## config.mk

```make
export PLATFORM = sky130hd
export DESIGN_NAME = alu_rr_sched
export DESIGN_NICKNAME = d
export VERILOG_FILES = /design/src/rtl/alu_pkg.sv /design/src/rtl/alu_rr_sched_rr_arbiter.sv /design/src/rtl/alu_rr_sched.sv
export SDC_FILE = /design/constraint.sdc
export NUM_CORES = 1
export LEC_CHECK = 0
export BUFFER_PORTS_ARGS = -buffer_cell sky130_fd_sc_hd__buf_2
export CORE_UTILIZATION = 47
export DETAILED_ROUTE_END_ITERATION = 10
export GPL_TIMING_DRIVEN = 0
export PLACE_DENSITY = 0.81
export RECOVER_POWER = 100
export SYNTH_ARGS = -nofsm -noshare
export SYNTH_HDL_FRONTEND = slang
export SYNTH_SLANG_ARGS = --single-unit
export TNS_END_PERCENT = 10
```

## constraint.sdc

```tcl
create_clock -name clk -period 4.06 [get_ports clk]
set_input_delay 0 -clock clk [delete_from_list [all_inputs] [get_ports clk]]
set_output_delay 0 -clock clk [all_outputs]
set_load 0.01 [all_outputs]
```

## src/rtl/alu_pkg.sv

```systemverilog
// Shared types and constants for the round-robin ALU scheduler.
// Holds the FSM state encoding, multiply opcodes, command record and response flag bit positions.
package alu_pkg;

  typedef enum logic [1:0] {
    IDLE  = 2'd0,
    ISSUE = 2'd1,
    WAIT  = 2'd2,
    RESP  = 2'd3
  } sched_state_t;

  localparam logic [3:0] CMD_MUL_INC = 4'd9;
  localparam logic [3:0] CMD_MUL_SHL = 4'd10;

  typedef struct packed {
    logic [7:0] op_a;
    logic [7:0] op_b;
    logic       cin;
    logic       mode;
    logic [3:0] cmd;
    logic [1:0] inp_valid;
  } alu_cmd_t;

  // Bit positions inside rsp_flags = {cout, oflow, err, g, e, l}
  localparam int FLAG_COUT  = 5;
  localparam int FLAG_OFLOW = 4;
  localparam int FLAG_ERR   = 3;
  localparam int FLAG_G     = 2;
  localparam int FLAG_E     = 1;
  localparam int FLAG_L     = 0;

  function automatic logic is_mul_cmd(input logic mode, input logic [3:0] cmd);
    return mode && ((cmd == CMD_MUL_INC) || (cmd == CMD_MUL_SHL));
  endfunction

endpackage

```

## src/rtl/alu_rr_sched_rr_arbiter.sv

```systemverilog
// Combinational round-robin pick: first asserted request at or after ptr, wrapping.
// Produces a one-hot grant and the encoded winner index.
module rr_arbiter #(
  parameter int N   = 4,
  parameter int IDW = $clog2(N)
) (
  input  logic [N-1:0]   req,
  input  logic [IDW-1:0] ptr,
  output logic [N-1:0]   grant,
  output logic [IDW-1:0] id
);

  int   idx;
  logic found;

  always_comb begin
    grant = '0;
    id    = '0;
    idx   = 0;
    found = 1'b0;
    for (int off = 0; off < N; off++) begin
      idx = int'(ptr) + off;
      if (idx >= N) idx = idx - N;
      if (!found && req[idx]) begin
        found      = 1'b1;
        grant[idx] = 1'b1;
        id         = IDW'(idx);
      end
    end
  end

endmodule

```

## src/rtl/alu_rr_sched.sv

```systemverilog
// Shares one 8-bit ALU between NUM_REQ requesters: round-robin accept, issue, fixed-latency
// wait, then hold a tagged response until the consumer takes it.
module alu_rr_sched
  import alu_pkg::*;
#(
  parameter int NUM_REQ = 4,
  parameter int ALU_LAT = 1,
  parameter int MUL_LAT = 2
) (
  input  logic                       clk,
  input  logic                       rst,
  input  logic [NUM_REQ-1:0]         req_valid,
  output logic [NUM_REQ-1:0]         req_ready,
  input  logic [NUM_REQ*8-1:0]       req_op_a,
  input  logic [NUM_REQ*8-1:0]       req_op_b,
  input  logic [NUM_REQ-1:0]         req_cin,
  input  logic [NUM_REQ-1:0]         req_mode,
  input  logic [NUM_REQ*4-1:0]       req_cmd,
  input  logic [NUM_REQ*2-1:0]       req_inp_valid,
  output logic                       alu_ce,
  output logic [7:0]                 alu_op_a,
  output logic [7:0]                 alu_op_b,
  output logic                       alu_cin,
  output logic                       alu_mode,
  output logic [3:0]                 alu_cmd,
  output logic [1:0]                 alu_inp_valid,
  input  logic [8:0]                 alu_res,
  input  logic                       alu_cout,
  input  logic                       alu_oflow,
  input  logic                       alu_err,
  input  logic                       alu_g,
  input  logic                       alu_e,
  input  logic                       alu_l,
  output logic                       rsp_valid,
  input  logic                       rsp_ready,
  output logic [$clog2(NUM_REQ)-1:0] rsp_id,
  output logic [8:0]                 rsp_res,
  output logic [5:0]                 rsp_flags
);

  localparam int IDW   = $clog2(NUM_REQ);
  localparam int CNT_W = 8;

  sched_state_t   state_reg;
  logic [IDW-1:0] ptr_reg;
  logic [IDW-1:0] cmd_id_reg;
  alu_cmd_t       cmd_reg;
  logic [CNT_W-1:0] cnt_reg;
  logic           rsp_valid_reg;
  logic [IDW-1:0] rsp_id_reg;
  logic [8:0]     rsp_res_reg;
  logic [5:0]     rsp_flags_reg;

  alu_cmd_t       req_cmds [NUM_REQ];
  logic [NUM_REQ-1:0] win_grant;
  logic [IDW-1:0] win_id;
  logic           busy;

  genvar gi;
  generate
    for (gi = 0; gi < NUM_REQ; gi++) begin : g_unpack
      assign req_cmds[gi] = '{op_a:      req_op_a[8*gi +: 8],
                              op_b:      req_op_b[8*gi +: 8],
                              cin:       req_cin[gi],
                              mode:      req_mode[gi],
                              cmd:       req_cmd[4*gi +: 4],
                              inp_valid: req_inp_valid[2*gi +: 2]};
    end
  endgenerate

  rr_arbiter #(.N(NUM_REQ), .IDW(IDW)) u_arb (
    .req   (req_valid),
    .ptr   (ptr_reg),
    .grant (win_grant),
    .id    (win_id)
  );

  assign req_ready = (state_reg == IDLE) ? win_grant : '0;

  // The ALU bus is forced to zero whenever no command is in flight.
  assign busy          = (state_reg == ISSUE) || (state_reg == WAIT);
  assign alu_ce        = busy;
  assign alu_op_a      = busy ? cmd_reg.op_a      : '0;
  assign alu_op_b      = busy ? cmd_reg.op_b      : '0;
  assign alu_cin       = busy ? cmd_reg.cin       : 1'b0;
  assign alu_mode      = busy ? cmd_reg.mode      : 1'b0;
  assign alu_cmd       = busy ? cmd_reg.cmd       : '0;
  assign alu_inp_valid = busy ? cmd_reg.inp_valid : '0;

  assign rsp_valid = rsp_valid_reg;
  assign rsp_id    = rsp_id_reg;
  assign rsp_res   = rsp_res_reg;
  assign rsp_flags = rsp_flags_reg;

  always_ff @(posedge clk) begin
    if (rst) begin
      state_reg     <= IDLE;
      ptr_reg       <= '0;
      cmd_id_reg    <= '0;
      cmd_reg       <= '0;
      cnt_reg       <= '0;
      rsp_valid_reg <= 1'b0;
      rsp_id_reg    <= '0;
      rsp_res_reg   <= '0;
      rsp_flags_reg <= '0;
    end else begin
      case (state_reg)
        IDLE: begin
          if (|req_valid) begin
            cmd_reg    <= req_cmds[win_id];
            cmd_id_reg <= win_id;
            ptr_reg    <= (win_id == IDW'(NUM_REQ - 1)) ? '0 : win_id + 1'b1;
            state_reg  <= ISSUE;
          end
        end
        ISSUE: begin
          cnt_reg   <= is_mul_cmd(cmd_reg.mode, cmd_reg.cmd) ? CNT_W'(MUL_LAT - 1)
                                                             : CNT_W'(ALU_LAT - 1);
          state_reg <= WAIT;
        end
        WAIT: begin
          if (cnt_reg == '0) begin
            rsp_res_reg                <= alu_res;
            rsp_flags_reg[FLAG_COUT]   <= alu_cout;
            rsp_flags_reg[FLAG_OFLOW]  <= alu_oflow;
            rsp_flags_reg[FLAG_ERR]    <= alu_err;
            rsp_flags_reg[FLAG_G]      <= alu_g;
            rsp_flags_reg[FLAG_E]      <= alu_e;
            rsp_flags_reg[FLAG_L]      <= alu_l;
            rsp_id_reg                 <= cmd_id_reg;
            rsp_valid_reg              <= 1'b1;
            state_reg                  <= RESP;
          end else begin
            cnt_reg <= cnt_reg - 1'b1;
          end
        end
        RESP: begin
          if (rsp_ready) begin
            rsp_valid_reg <= 1'b0;
            state_reg     <= IDLE;
          end
        end
        default: state_reg <= IDLE;
      endcase
    end
  end

endmodule

```

==> flow_metrics.py <==
metrics = {
    "clock_tree": {
        "insertion_delay_ns": 0.31,
        "clk_path_buf_depth": 2,
        "cts_sinks": 56,
        "cts_root_buffer": "clkbuf_8",
        "cts_buffers": 5,
        "postCtsSetupRepairBufs": 0,
        "path_clk_slew_ns": 0.11,
        "cts_tree": "yes",
        "htreeDepth": 2,
    },
    "final_layout": {
        "diodes": 0,
        "num-fill-cells": 566,
        "area_delta_synth_final_pct": 36.3,
        "largest_reg_flops": 24,
        "final_area_um2": 4700,
        "drive_gt1_share_pct": 32.0,
        "layout.nets": 706,
        "finalCoreUtilization_pct": 67.7,
    },
    "synth": {
        "netlist_top_cells_area": "dfxtp_1 (33%), mux2i_1 (15%), o221ai_2 (8.7%)",
        "synth_area_per_cell_um2": 9.00,
        "yosysUniqueCellTypes": 37,
        "synth_edf_count": 0,
        "syn-cell-area_um2": 3450,
        "ys_seq_elements": 56,
        "synthTopCellsByCount": "nand2_1 (73), dfxtp_1 (56), mux2i_1 (53), and2_1 (29), a21oi_1 (25)",
        "yosysWarnings": 0,
        "ys.flop_type": "dfxtp_1",
        "synth-async-reset-ratio_pct": 0,
        "yosys.area.top_type": "dfxtp_1",
        "synth_top_area_share_pct": 32.5,
        "synth.most_common_cell": "nand2_1",
        "ys_seq_area_share_pct": 32.5,
        "synth_nets": 512,
        "syn-instance-count": 383,
    },
    "global_route": {
        "grt_pass1_vias": 3327,
        "grt_max_degree": 17,
        "grt_overflow": 0,
        "grt_pass1_wl_um": 15000,
        "grt_usage_pct": 25.1,
        "antenna_found_initial": 0,
    },
    "place": {
        "dp_hpwl_um": 7240,
        "placed_area_um2": 4380,
        "dp_slack_ns": 0.672,
        "place.gp.congestion": 0.826,
        "numPortBuffers": 162,
    },
    "route": {
        "viasPerCell": 5.24,
        "vias": 3529,
        "drc_errors": 0,
        "drt_iter0_markers": 183,
        "first_pass_iters": 4,
        "routed_wl_um": 9730,
        "final_antenna_net_count": 0,
        "wl_per_cell_um": 14.4,
    },
    "critical_path": {
        "path_class": "reg2reg",
        "critical_path_arrival_ns": 4.04,
        "timing.rr.start": "ptr_reg[0]",
        "worst-r2r-cell-count": 11,
        "worstSetupStartpointType": "flop",
        "worstPathMaxFanout": 10,
        "required_ns": 4.27,
        "worstSetupStartpoint": "ptr_reg[0]",
        "r2r_slack_ns": 0.23,
        "cp-end-kind": "flop",
        "worstSetupEndpoint": "cmd_reg[3]",
        "r2r_end": "cmd_reg[3]",
    },
    "timing": {
        "drv_slew": 0,
        "whs_ns": -0.000974,
        "maxSlewHeadroom_pct": 45.6,
        "finalSetupTns_ns": 0,
        "fmax_mhz": 261,
        "tightest_slew_ns": 0.816,
        "skew_ns": 0.0142,
        "final.min_clock_period_ns": 3.83,
        "hold_viol": 1,
        "fin_crit_sh_pct": 94.4,
        "fin_ws_ns": 0.229,
        "setup_viol": 0,
        "rsz0062_at_grt": "no",
    },
    "pwr": {
        "leakagePower_nw": 2.01,
        "power_density_nw_per_um2": 670,
        "ir_worst_vdd_v": 0.000405,
    },
    "die": {
        "initial_core_util_pct": 49.6,
        "core_um2": 6940,
        "rows": 30,
        "die-area_um2": 7680,
        "fp.dieH_um": 87.6,
        "io_pins": 165,
        "die_w_um": 87.6,
    },
    "flow_run": {
        "cap_violations": 0,
    },
    "hold_path": {
        "hp-class": "in2reg",
    },
    "run_status": {
        "status": "complete, but fails checks",
        "violations": "negative hold slack",
    },
}
## layer usage
metal	vias to the layer above	wire length [um]	global-route usage, %
li1	1755	-	-
met1	1594	3920	28.0
met2	159	4920	46.3
met3	21	668	6.03
met4	0	227	8.94
met5	-	0	0
## through the flow
| step | power (mW) | std cells |
|---|---|---|
| detailed placement | 2.76 | 641 |
| floorplan | 2.25 | 383 |
| global route | 3.38 | 674 |
| global placement | 2.71 | 641 |
| CTS | 3.16 | 674 |
| finish | 3.15 | 674 |
## cells in the final DEF (no fill, tap or decap), types with 7 or more instances in the layout
| cell | instances |
|---|---|
| dlygate4sd3_1 | 25 |
| ha_1 | 11 |
| inv_1 | 9 |
| nor2_1 | 14 |
| and2_0 | 21 |
| dfxtp_1 | 56 |
| clkbuf_1 | 45 |
| a22oi_1 | 8 |
| nor4_1 | 7 |
| buf_2 | 140 |
| o221ai_2 | 20 |
| a21oi_1 | 25 |
| mux2i_1 | 53 |
| nand2_1 | 73 |
| and2_1 | 8 |
## report_power, final
part | internal (mW) | switching [mW] | total [mW]
Sequential | 0.752 | 0.131 | 0.883
Clock | 0.183 | 0.179 | 0.362
Combinational | 0.825 | 1.08 | 1.90
Total | 1.76 | 1.39 | 3.15
## layout make-up
type / count / area, um^2 / share of cell area [%]
buffer: 27 / 136 / 2.90
tap: 96 / 120 / 2.56
multi-input combinational: 291 / 2150 / 45.8
inverter: 9 / 33.8 / 0.719
clock inverter: 2 / 35.0 / 0.746
sequential: 56 / 1120 / 23.9
timing repair buffer: 187 / 1030 / 21.9
clock buffer: 6 / 72.6 / 1.54
## how the worst min path moves through the flow
stage                             from  cells past startpoint  slack (ns)            to
after floorplan                  alu_l                      2        0.14  rsp_flags[0]
after global placement      alu_res[8]                      3        0.24    rsp_res[8]
after detailed placement    alu_res[1]                      3        0.25    rsp_res[1]
after CTS                  req_cmd[14]                      3      0.0004    cmd_reg[4]
after global routing       req_op_b[4]                      3      0.0002   cmd_reg[12]
final                     req_op_b[20]                      3      -0.001   cmd_reg[12]
## critical path, stage by stage (launching register included)
cell and delay [ns]:
dfxtp_1 0.40, buf_6 0.15, inv_1 0.14, ha_1 0.45, mux4_2 0.62, nor2b_1 0.32, nor2_1 0.11, o22ai_2 0.28
clkbuf_4 0.33, mux2i_1 0.25, o221ai_2 0.11, dlygate4sd3_1 0.57
## what timing repair did
item                                   CTS  global route
resized for setup                        0             1
setup endpoints to repair                0             1
hold buffers                            25             0
endpoints found under the hold margin   22             0
## cell families (layout without fill, tap and decap cells)
group	after synthesis	count (layout)	synth area share, %
compound gates	73	73	18.5
xor+xnor	2	2	0.508
fa+ha+maj	11	11	3.99
buf+inv	36	231	5.05
flops	56	56	32.5
mux	62	62	19.3
simple gates	143	143	20.1
No activity file was read; power rests on OpenSTA's default activity.
